===== config.mk =====
export PLATFORM = sky130hd
export DESIGN_NAME = pipe_memory_arbiter
export DESIGN_NICKNAME = d
export VERILOG_FILES = /design/src/rtl/pipe_memory_arbiter_pkg.sv /design/src/rtl/pipe_memory_arbiter_counter.sv /design/src/rtl/pipe_memory_arbiter.sv
export SDC_FILE = /design/constraint.sdc
export NUM_CORES = 1
export LEC_CHECK = 0
export BUFFER_PORTS_ARGS = -buffer_cell sky130_fd_sc_hd__buf_4
export CAP_MARGIN = 10
export CORE_MARGIN = 2
export CORE_UTILIZATION = 40
export CTS_CLUSTER_SIZE = 12
export DETAILED_ROUTE_END_ITERATION = 10
export GPL_TIMING_DRIVEN = 0
export PLACE_DENSITY = 0.68
export SLEW_MARGIN = 20
export SYNTH_ARGS = -nofsm -noshare
export SYNTH_HDL_FRONTEND = slang
export SYNTH_HIERARCHICAL = 1
export SYNTH_SLANG_ARGS = --single-unit

===== constraint.sdc =====
create_clock -name clk -period 5.13 [get_ports clk]
set_input_delay 0.513 -clock clk [delete_from_list [all_inputs] [get_ports clk]]
set_output_delay 0.513 -clock clk [all_outputs]
set_load 0.01 [all_outputs]

===== src/rtl/pipe_memory_arbiter_pkg.sv =====
// Shared types for the fetch/data memory arbiter: FSM encoding and the
// latched bus command.
package pipe_memory_arbiter_pkg;

  localparam int ADDR_W = 32;
  localparam int DATA_W = 32;
  localparam int BSEL_W = 4;

  typedef enum logic [1:0] {
    ST_IDLE  = 2'd0,
    ST_FETCH = 2'd1,
    ST_DATA  = 2'd2
  } arb_state_e;

  typedef struct packed {
    logic              we;
    logic [BSEL_W-1:0] bsel;
    logic [ADDR_W-1:0] addr;
    logic [DATA_W-1:0] wdata;
  } bus_cmd_t;

endpackage


===== src/rtl/pipe_memory_arbiter_counter.sv =====
// Saturating up-counter with synchronous clear (clear wins over increment).
module pipe_arbiter_counter #(
  parameter int MAX = 4,
  parameter int W   = $clog2(MAX + 1)
) (
  input  logic         clk,
  input  logic         rst,
  input  logic         clr_i,
  input  logic         inc_i,
  output logic [W-1:0] cnt_o
);

  logic [W-1:0] cnt_q, cnt_d;

  always_comb begin
    cnt_d = cnt_q;
    if (clr_i)                            cnt_d = '0;
    else if (inc_i && cnt_q != W'(MAX))   cnt_d = cnt_q + 1'b1;
  end

  always_ff @(posedge clk or posedge rst) begin
    if (rst) cnt_q <= '0;
    else     cnt_q <= cnt_d;
  end

  assign cnt_o = cnt_q;

endmodule


===== src/rtl/pipe_memory_arbiter.sv =====
// Two-port (instruction fetch / data) arbiter onto one memory bus, with
// fetch anti-starvation and a per-transaction ready timeout.
module pipe_memory_arbiter
  import pipe_memory_arbiter_pkg::*;
#(
  parameter int FETCH_STARVE_LIMIT = 4,
  parameter int TIMEOUT_CYCLES     = 255
) (
  input  logic              clk,
  input  logic              rst,
  input  logic              fetchEnable,
  input  logic [ADDR_W-1:0] fetchAddress,
  output logic              fetchBusy,
  output logic [DATA_W-1:0] fetchData,
  output logic              fetchError,
  input  logic              dataEnable,
  input  logic              dataWriteEnable,
  input  logic [BSEL_W-1:0] dataByteSelect,
  input  logic [ADDR_W-1:0] dataAddress,
  input  logic [DATA_W-1:0] dataWriteData,
  output logic              dataBusy,
  output logic [DATA_W-1:0] dataReadData,
  output logic              dataError,
  output logic              memEnable,
  output logic              memWriteEnable,
  output logic [BSEL_W-1:0] memByteSelect,
  output logic [ADDR_W-1:0] memAddress,
  output logic [DATA_W-1:0] memWriteData,
  input  logic              memReady,
  input  logic [DATA_W-1:0] memReadData
);

  localparam int SW = $clog2(FETCH_STARVE_LIMIT + 1);
  localparam int TW = $clog2(TIMEOUT_CYCLES + 1);

  arb_state_e        state_q, state_d;
  bus_cmd_t          cmd_q, cmd_d;
  logic              ferr_q, ferr_d, derr_q, derr_d;
  logic [DATA_W-1:0] frd_q, drd_q;
  logic [SW-1:0]     starve;
  logic [TW-1:0]     tcnt;
  logic              active, fcmpl, dcmpl, tmo, starve_full;
  logic              grant_f, grant_d;

  assign active      = (state_q != ST_IDLE);
  assign fcmpl       = (state_q == ST_FETCH) && memReady;
  assign dcmpl       = (state_q == ST_DATA)  && memReady;
  // A ready in the final allowed cycle is still a normal completion.
  assign tmo         = active && !memReady && (tcnt == TW'(TIMEOUT_CYCLES - 1));
  assign starve_full = (starve == SW'(FETCH_STARVE_LIMIT));

  always_comb begin
    state_d = state_q;
    cmd_d   = cmd_q;
    grant_f = 1'b0;
    grant_d = 1'b0;
    ferr_d  = 1'b0;
    derr_d  = 1'b0;
    case (state_q)
      ST_IDLE: begin
        if (dataEnable && !(fetchEnable && starve_full)) begin
          grant_d = 1'b1;
          state_d = ST_DATA;
          cmd_d   = '{we: dataWriteEnable, bsel: dataByteSelect,
                      addr: dataAddress, wdata: dataWriteData};
        end else if (fetchEnable) begin
          grant_f = 1'b1;
          state_d = ST_FETCH;
          cmd_d   = '{we: 1'b0, bsel: {BSEL_W{1'b1}},
                      addr: fetchAddress, wdata: '0};
        end
      end
      ST_FETCH: begin
        if (memReady)  state_d = ST_IDLE;
        else if (tmo) begin
          state_d = ST_IDLE;
          ferr_d  = 1'b1;
        end
      end
      ST_DATA: begin
        if (memReady)  state_d = ST_IDLE;
        else if (tmo) begin
          state_d = ST_IDLE;
          derr_d  = 1'b1;
        end
      end
      default: state_d = ST_IDLE;
    endcase
  end

  always_ff @(posedge clk or posedge rst) begin
    if (rst) begin
      state_q <= ST_IDLE;
      cmd_q   <= '0;
      ferr_q  <= 1'b0;
      derr_q  <= 1'b0;
      frd_q   <= '0;
      drd_q   <= '0;
    end else begin
      state_q <= state_d;
      cmd_q   <= cmd_d;
      ferr_q  <= ferr_d;
      derr_q  <= derr_d;
      // Results for a requester that already walked away are dropped.
      if (fcmpl && fetchEnable) frd_q <= memReadData;
      if (dcmpl && dataEnable)  drd_q <= memReadData;
    end
  end

  pipe_arbiter_counter #(.MAX(FETCH_STARVE_LIMIT), .W(SW)) u_starve (
    .clk   (clk),
    .rst   (rst),
    .clr_i (!fetchEnable || grant_f),
    .inc_i (grant_d),
    .cnt_o (starve)
  );

  pipe_arbiter_counter #(.MAX(TIMEOUT_CYCLES), .W(TW)) u_timeout (
    .clk   (clk),
    .rst   (rst),
    .clr_i (!active),
    .inc_i (active && !memReady),
    .cnt_o (tcnt)
  );

  assign memEnable      = active;
  assign memWriteEnable = active && cmd_q.we;
  assign memByteSelect  = cmd_q.bsel;
  assign memAddress     = cmd_q.addr;
  assign memWriteData   = cmd_q.wdata;

  assign fetchBusy    = fetchEnable && !fcmpl && !ferr_q;
  assign dataBusy     = dataEnable  && !dcmpl && !derr_q;
  assign fetchData    = (fcmpl && fetchEnable) ? memReadData : frd_q;
  assign dataReadData = (dcmpl && dataEnable)  ? memReadData : drd_q;
  assign fetchError   = ferr_q;
  assign dataError    = derr_q;

endmodule


# Word level (Yosys, flattened, before mapping)
# Index checks and enable logic that the tools add are counted.
[word_totals]
output_inout_bits = 138
regBits = 148
in_bits = 138
wordCells = 74
[classes]
muxes = 22
eq_ne = 9
n_reduce_logical = 30
addsub = 2
[ops]
columns = ["op", "count"]
rows = [
  ["69-bit 2-to-1 mux", 2],
  ["32-bit 2-to-1 mux", 2],
  ["8-bit 2-to-1 mux", 2],
  ["1-bit logical AND", 15],
  ["1-bit 2-to-1 mux", 9],
  ["8-bit by 1-bit adder with 8-bit output, second input constant", 1],
  ["8-bit == test, second input constant", 1],
  ["2-bit 2-to-1 mux", 4],
  ["8-bit inequality test, second input constant", 1],
  ["1-bit logical NOT", 7],
  ["3-bit 2-to-1 mux", 2],
  ["3-bit inequality test, second input constant", 2],
  ["2-bit nonzero test", 3],
  ["2-bit one-hot mux with 2 select lines", 1],
  ["2-bit AND reduction", 2],
  ["3-bit by 1-bit adder with 3-bit output, second input constant", 1],
  ["3-bit == test, second input constant", 1],
  ["3-bit by 1-bit inequality test with 1-bit output, second input constant", 1],
  ["2-bit by 1-bit == test with 1-bit output, second input constant", 1],
  ["2-bit == test, second input constant", 1],
  ["2-bit logical NOT", 1],
  ["2-bit by 1-bit inequality test with 1-bit output, second input constant", 1],
  ["2-bit OR reduction", 1],
  ["1-bit logical OR", 1],
]

# Longest topological paths before layout
# Gate-level depths: netlist of run 1.
[logic_depth]
word_depth = 9
mapped_depth = 8
mapped_depth_nobuf = 6

# Modules after synthesis
# Netlist of run 1, hierarchy kept.
[modules_own_cells]
columns = ["mod", "area_each_um2", "instances", "cells_per_inst", "seq_area_each_um2"]
rows = [
  ["pipe_memory_arbiter", 6306.0, 1, 584, 3428.3],
  ["pipe_arbiter_counter (u_timeout)", 504.2, 1, 49, 200.2],
  ["pipe_arbiter_counter (u_starve)", 202.7, 1, 18, 75.1],
]

# Worst setup path after synthesis of run 1
# Ideal clock, no wire load.
[synth_path]
path_type = "register to register"
from = "register state_q[0]"
to = "register u_timeout.cnt_q[5], in the netlist u_timeout/cnt_o[5]"
path_slack_ns = 3.184
period_less_slack_ns = 1.946
arrival_time_ns = 1.820
path_stages_with_launch = 8
path_cell_list = "dfrtp_1 inv_1 ha_1 buf_2 nor2_1 nand4_1 a211oi_2 mux2_4"
[synth_between]
elab_chain_cells = 4
elab_cells_between_ends = 5
cone_classes = "eq/ne: 1; mux: 1; reduce/logical: 3"
[synth_rtl]
columns = ["element", "line", "text"]
rows = [
  ["start: declaration", "pipe_memory_arbiter.sv:36", "arb_state_e state_q, state_d;"],
  ["start signal: assignment", "pipe_memory_arbiter.sv:100", "state_q <= state_d;"],
  ["2-bit nonzero test *", "pipe_memory_arbiter.sv:45", "assign active = (state_q != ST_IDLE);"],
  ["1-bit logical AND", "pipe_memory_arbiter.sv:122", ".inc_i (active && !memReady),"],
  ["1-bit logical AND", "pipe_memory_arbiter_counter.sv:18", "else if (inc_i && cnt_q != W'(MAX)) cnt_d = cnt_q + 1'b1;"],
  ["2-bit by 1-bit inequality test with 1-bit output (no source line)", "n/a", ""],
  ["end signal: assignment", "pipe_memory_arbiter_counter.sv:23", "else cnt_q <= cnt_d;"],
  ["end: declaration", "pipe_memory_arbiter_counter.sv:13", "logic [W-1:0] cnt_q, cnt_d;"],
]
# Every way passes the cells marked *; elsewhere a longest branch is shown, timed or not.
# A chain may end at the register's enable or synchronous reset.

# Worst setup path after layout of run 1
[layout_path]
from = "register state_q[0]"
to = "output port dataReadData[2]"
[layout_between]
elab_chain_cells = 4
[layout_rtl]
columns = ["element", "line", "text"]
rows = [
  ["2-bit == test", "pipe_memory_arbiter.sv:47", "assign dcmpl = (state_q == ST_DATA) && memReady;"],
  ["1-bit logical AND", "pipe_memory_arbiter.sv:47", ""],
  ["1-bit logical AND", "pipe_memory_arbiter.sv:135", "assign dataReadData = (dcmpl && dataEnable) ? memReadData : drd_q;"],
  ["32-bit 2-to-1 mux", "n/a", ""],
  ["end: declaration", "pipe_memory_arbiter.sv:22", "output logic [DATA_W-1:0] dataReadData,"],
]
# Every way passes these cells.

==> results of run 1 <==
report_power, final:
group	leakage (µW)	internal [µW]	switching, µW	total (µW)
registers	0.00184	1680	212	1890
clock network	0.000284	730	546	1280
logic	0.00282	1470	1310	2780
path summary, 6_finish.rpt:
kind | end | slack, ns | cells past startpoint
worst max-delay path | dataReadData[2] | 2.31 | 6
worst min-delay path | memWriteData[4] | 0.32 | 3
worst max register to register | u_timeout/cnt_o[5] | 2.84 | 7
worst min register to register | memWriteData[13] | 0.48 | 2
max in group asynchronous | frd_q[24] | 3.74 | 4
min in group asynchronous | u_starve/cnt_o[2] | 0.56 | 3
metrics by stage:
step	power, µW	instance area [µm²]	utilization
6_report	5950	10000	0.580
5_1_grt	6320	10000	0.580
4_1_cts	6010	10000	0.580
3_5_place_dp	4720	9390	0.545
3_3_place_gp	4660	9360	0.543
2_1_floorplan	3450	7010	-
Yosys cell counts (all sizes together), types with 2 or more instances:
cell / instances
nor2b: 7
a21oi: 9
nand4b: 2
a21boi: 2
nor3: 2
nand2: 135
inv: 11
mux2i: 2
clkbuf: 20
nand3: 4
o21ai: 35
nand2b: 3
mux2: 69
ha: 6
and3: 3
nand4: 35
o211ai: 38
nor2: 17
a211oi: 3
buf: 90
dfrtp: 148
sequential cells by signal, summed over array words and instances, names as in the netlist, 2 cells and up:
register         flops
state_q              2
memWriteData        32
u_timeout/cnt_o      8
memByteSelect        4
frd_q               32
memAddress          32
drd_q               32
u_starve/cnt_o       3
layer usage:
layer	up-vias	wire length, µm
met5	-	0
met4	0	434
met3	29	1500
met2	216	9650
met1	2781	8290
li1	2776	-
repair_timing:
item                      in CTS  in global routing
resized for setup              0                  0
hold endpoints to repair       3                  0
hold buffers                   1                  0
critical path, delay by kind of cell (launching register included):
family / cells / cell delay (ns)
fa+ha+maj: 1 / 0.23
buf+inv: 3 / 0.57
flops: 1 / 0.40
mux: 1 / 0.39
simple gates: 1 / 0.29
logic make-up after synthesis:
group | count (synthesis) | share of synthesized area
AO/OA/AOI/OAI | 91 | 0.0971
multiplexers | 71 | 0.116
adder cells (fa/ha/maj) | 6 | 0.0107
buffers and inverters | 121 | 0.109
AND/OR/NAND/NOR | 214 | 0.139
flip-flops | 148 | 0.528
final cells by class:
class	count	area share
flip-flops and latches	148	0.370
inverters	11	0.00488
plain buffers	110	0.0723
well taps	225	0.0282
repair buffers	277	0.210
clock inverters	15	0.0169
clock buffers	17	0.0425
multi-input cells	382	0.255
==> qor.yml, run 1 <==
status:
  outcome: "completed"
routing:
  drc: 0
  vias_per_cell: 4.90
  wire_per_inst_um: 16.8
  wl_um: 19900
  drt_pre_antenna_iters: 4
  final_antenna_net_count: 0
  dr_total_vias: 5802
  drt_iter0_drc: 217
clock_tree:
  tritoncts: "done"
  path_clk_slew_ns: 0.06
  clock_path_buffers: 2
  htreeDepth: 4
  root_buffer: "clkbuf_16"
  cts_buffers: 17
  cts_setup_buffers: 0
  insertion_delay_ns: 0.43
  numClockSinks: 148
critical_path:
  crit_arrival_ns: 2.31
  start_kind: "register"
  end_kind: "primary output"
  path_class: "register to primary output"
  worstPathCellList: "inv_1 -> ha_1 -> nand3_1 -> buf_2 -> mux2_2 -> buf_4"
  cp_slowest_cell: "dfrtp_1"
  slowest_delay_ns: 0.40
  crit_path_max_fanout: 10
  startpoint: "state_q[0]"
  critPathRequiredTime_ns: 4.62
  crit-reg2reg-launch: "state_q[0]"
logic_synthesis:
  synth_nets: 795
  synth_top_cell_by_area: "dfrtp_1"
  ys_seq_area_frac: 0.528
  yosys_warnings: 6
  synth_edf_count: 0
  ys_types: 42
  syn_area_um2: 7010
  synth-main-ff-cell: "dfrtp_1"
  syn-mean-instance-area_um2: 10.8
  synth_top_area_frac: 0.528
  yosys-top-cells-area: "dfrtp_1 (53%), mux2_2 (9.6%), buf_4 (7.5%)"
  synth_seq_cells: 148
  synthArstFlopShare: 1.00
  synth_cells: 651
hold_path:
  hp-start: "dataWriteData[4]"
  hold_class: "input pin to register"
placement:
  port_buffers: 275
  dp_slack_ns: 2.61
  gp_congestion: 0.791
  place_inst: 1152
  dp_hpwl_um: 14800
layout:
  final_cell_mix: "buf_4 (345), dfrtp_1 (148), nand2_1 (135), mux2_2 (60), nand4_1 (35)"
  layout.cells.non_filler: 1185
  area_growth_pct: 42.6
  drive_gt1_frac: 0.503
  final_common_cell: "buf_4"
  n_fill_cell: 1512
  final_nets: 1091
  multi_input_area_um2: 2540
  regArea_um2: 3700
  insertedDiodeCount: 0
sta:
  slew_headroom: 0.507
  setup_tns_ns: 0
  setup_ws_ns: 2.31
  worst_slew_pin_slew_ns: 0.734
  holdWs_ns: 0.325
  rsz0062_at_grt: "no"
  setup_viol: 0
  fin_crit_sh: 0.550
  finalHoldViolCount: 0
  fin_skew_ns: 0.00495
  finalCriticalPeriod_ns: 2.82
  max_freq_mhz: 354
  finalMaxSlewViolations: 0
global_route:
  use_met1: 0.270
  met3_usage: 0.0593
  grt_max_degree: 77
  grt_pass1_wl_um: 30200
  grt.overflow.total: 0
  track_usage: 0.214
  top_usage_layer: "met2"
  global_route.usage.met2: 0.348
  grt_pass1_vias: 5591
  antenna_found_initial: 0
job:
  cap_viol_max_count: 0
floorplanning:
  io_pins: 276
  dieArea_um2: 18600
  chipHeight_um: 136
  row_count: 48
  core_um2: 17200
  initial_utilization: 0.407
  die_w_um: 136
power_and_ir_drop:
  p_leak_uw: 0.00494
  pwr_density_cell_nw_per_um2: 595
  irDropWorstVdd_mv: 0.254
Power figures use the tool's default switching activity.
==> run 2: changes to the inputs <==
--- a/config.mk
+++ b/config.mk
@@ -5,6 +5,7 @@
 export SDC_FILE = /design/constraint.sdc
 export NUM_CORES = 1
 export LEC_CHECK = 0
+export ABC_AREA = 1
 export BUFFER_PORTS_ARGS = -buffer_cell sky130_fd_sc_hd__buf_4
 export CAP_MARGIN = 10
 export CORE_MARGIN = 2
==> constraint.sdc (replaced) <==
create_clock -name clk -period 2.75 [get_ports clk]
set_input_delay 0.275 -clock clk [delete_from_list [all_inputs] [get_ports clk]]
set_output_delay 0.275 -clock clk [all_outputs]
set_load 0.01 [all_outputs]
==> run 2 against run 1 <==
Effect of this change:
- first-iteration DRC count rose by 27%
- die area down 0.78%
- critical path depth increased by 2
- worst hold slack got worse by 0.22 ns
- final cell count is 17% higher
- via count up 9.4%
- sequential share of layout area about the same
- non-clock buffer count did not move
- worst setup slack lost 2.1 ns
- routed wire length rose by 2.8%
- clock power up 80%
==> qor.yml, run 2 <==
status:
  outcome: "completed"
logic_synthesis:
  synth-main-ff-cell: "dfrtp_1"
  yosys_warnings: 6  # unchanged
  synthAdderAreaFrac: 0.0108  # +0.0000866
  synth_top_area_frac: 0.532  # +0.00427
  yosysMostFrequentCell: "nand2_1"
  synthArstFlopShare: 1.00  # unchanged
  yosys.area_share.xor_xnor: 0.00504  # +0.00504
  synth_seq_cells: 148  # unchanged
  synth_nets: 999  # +26%
  yosys-top-cells-area: "dfrtp_1 (53%), nand2_1 (19%), buf_4 (7.4%)"
  ys_seq_area_frac: 0.532  # +0.00427
  ys_types: 26  # -38%
  synth_top_cell_by_area: "dfrtp_1"
  synth_common_cells: "nand2_1 (345), dfrtp_1 (148), o21ai_0 (101)"
  synth_mux_area_frac: 0  # -0.116
  synth_cells: 855  # +31%
  syn-mean-instance-area_um2: 8.14  # -24%
  synthSimpleGateAreaFrac: 0.238  # +0.0995
  synth_top_family_by_area: "simple AND/OR/NAND/NOR gates"
  syn_area_um2: 6960  # -0.80%
  synth-compound-area-share: 0.0802  # -0.0168
  synth_edf_count: 0  # unchanged
layout:
  insertedDiodeCount: 0  # unchanged
  final_cell_mix: "nand2_1 (345), buf_4 (343), dfrtp_1 (148), o21ai_0 (99), inv_1 (61)"
  final_nets: 1297  # +19%
  drive_gt1_frac: 0.350  # -0.153
  final_common_cell: "nand2_1"
  n_fill_cell: 1607  # +6.3%
  area_growth_pct: 43.5
  utilization: 0.581  # +0.00130
clock_tree:
  tritoncts: "done"
  root_buffer: "clkbuf_16"
  htreeDepth: 4  # unchanged
  numClockSinks: 148  # unchanged
  path_clk_slew_ns: 0.06  # about the same
  clock_path_buffers: 2  # unchanged
  cts_buffers: 17  # unchanged
  insertion_delay_ns: 0.42  # about the same
sta:
  holdWs_ns: 0.101  # -0.224 ns
  setup_viol: 0  # unchanged
  fin_crit_sh: 0.929
  max_freq_mhz: 391
  finalMaxSlewViolations: 0  # unchanged
  rsz0062_at_grt: "no"
  worst_slew_pin_slew_ns: 0.625  # -0.109 ns
  setup_tns_ns: 0  # unchanged
  slew_headroom: 0.582  # +0.0750
  finalCriticalPeriod_ns: 2.55
  fin_skew_ns: 0.0131  # +0.00812 ns
  finalHoldViolCount: 0  # unchanged
critical_path:
  crit_path_max_fanout: 10  # unchanged
  timing.rr.end: "u_starve/cnt_o[2]"
  critPathRequiredTime_ns: 2.48  # -2.14 ns
  cp_slowest_cell: "dfrtp_1"
  worstPathCellList: "inv_1 -> ha_1 -> nand2_1 -> inv_1 -> nand2_1 -> clkbuf_1 -> o21ai_0 -> buf_4"
  crit_arrival_ns: 2.28  # -0.03 ns
  path_delay_family: "buffers and inverters"
  startpoint: "state_q[1]"
  crit-reg2reg-launch: "u_starve/cnt_o[2]"
  start_kind: "register"
  end_kind: "primary output"
  r2r_cells: 9  # +2
  r2r_slack_ns: 0.63  # -2.21 ns
  slowest_delay_ns: 0.40  # about the same
  path_class: "register to primary output"
  critPathBufInv: 4  # +1
floorplanning:
  initial_utilization: 0.405  # -0.00186
  dieArea_um2: 18500  # -0.78%
  chipHeight_um: 136  # -0.39%
  die_w_um: 136  # -0.39%
  io_pins: 276  # unchanged
  row_count: 48  # unchanged
  core_um2: 17200  # -0.35%
routing:
  dr_total_vias: 6350  # +9.4%
  drc: 0  # unchanged
  final_antenna_net_count: 0  # unchanged
  wire_per_inst_um: 14.7  # -12%
  wl_um: 20400  # +2.8%
  drt_iter0_drc: 275  # +27%
  drt_pre_antenna_iters: 4  # unchanged
  vias_per_cell: 4.57  # -6.8%
hold_path:
  hold_class: "input pin to register"
  hp-start: "dataByteSelect[0]"
  hold_path_end: "memByteSelect[0]"
  hold_path_depth: 3  # unchanged
power_and_ir_drop:
  irDropWorstVdd_mv: 0.526  # +110%
  pwr_density_cell_nw_per_um2: 1070  # +80%
  p_leak_uw: 0.00554  # +12%
global_route:
  grt_pass1_wl_um: 31800  # +5.4%
  grt_max_degree: 35  # -55%
  antenna_found_initial: 0  # unchanged
  track_usage: 0.223  # +0.00899
  grt.overflow.total: 0  # unchanged
  grt_pass1_vias: 6239  # +12%
placement:
  gp_congestion: 0.793  # +0.24%
  dp_hpwl_um: 15500  # +4.3%
  port_buffers: 274  # -0.36%
job:
  cap_viol_max_count: 0  # unchanged
## run 2: how the worst max path moves through the flow
stage	depth (start not counted)	endpoint	slack, ns
final	8	fetchData[1]	0.20
after detailed placement	9	dataReadData[11]	0.56
after global placement	2	drd_q[12]	-0.25
after floorplan	1	cmd_q[68]	0.77
after CTS	9	dataReadData[11]	0.06
after global routing	8	fetchData[4]	0.02
## run 2: metrics by stage
stage	setup WS, ns	cell area [µm²]	std cells	total power (µW)
after global placement	-0.248	9300	1354	8350
final	0.195	9990	1391	10700
after CTS	0.0649	9980	1391	10800
after global routing	0.0161	9990	1391	11500
after detailed placement	0.556	9380	1358	8450
after floorplan	0.768	6960	855	6160
## run 2: cell families after synthesis
family | count (synthesis)
AO/OA/AOI/OAI | 109
XOR/XNOR | 4
adder cells (fa/ha/maj) | 6
buffers and inverters | 173
flip-flops | 148
AND/OR/NAND/NOR | 415
## run 2: final cells by class
type,instances,area [µm²],share of cell area
Timing Repair Buffer,279,2150,0.215
Multi-Input combinational cell,534,2330,0.233
Buffer,108,687,0.0688
Clock inverter,11,128,0.0128
Tap cell,225,282,0.0282
Clock buffer,21,460,0.0461
Sequential cell,148,3700,0.371
Inverter,65,253,0.0253
## run 2: layer usage
layer  track usage  up-vias  part of all wire
li1              -     3192                 -
met1         0.283     2889              0.42
met2         0.357      247              0.46
met3        0.0805       22              0.10
met4        0.0700        0             0.015
met5             0        -                 0
## run 2: worst min-delay path, cell delays in order
cell and delay, ns:
buf_4 0.09, o21ai_0 0.07, nand2_1 0.06
## run 2: timing repair
| action | 4_1_cts | 5_1_grt |
|---|---|---|
| endpoints found under the setup margin | 0 | 41 |
| setup buffers | 0 | 0 |
| gates resized for setup | 0 | 16 |
| hold buffers | 1 | 0 |
| hold endpoints to repair | 35 | 0 |
## run 2: report_power, final
part           total, µW  leakage [µW]  internal, µW  switching, µW
logic               4870       0.00338          2410           2460
registers           3510       0.00188          3110            396
clock network       2310      0.000280          1390            924
total              10700       0.00554          6910           3790
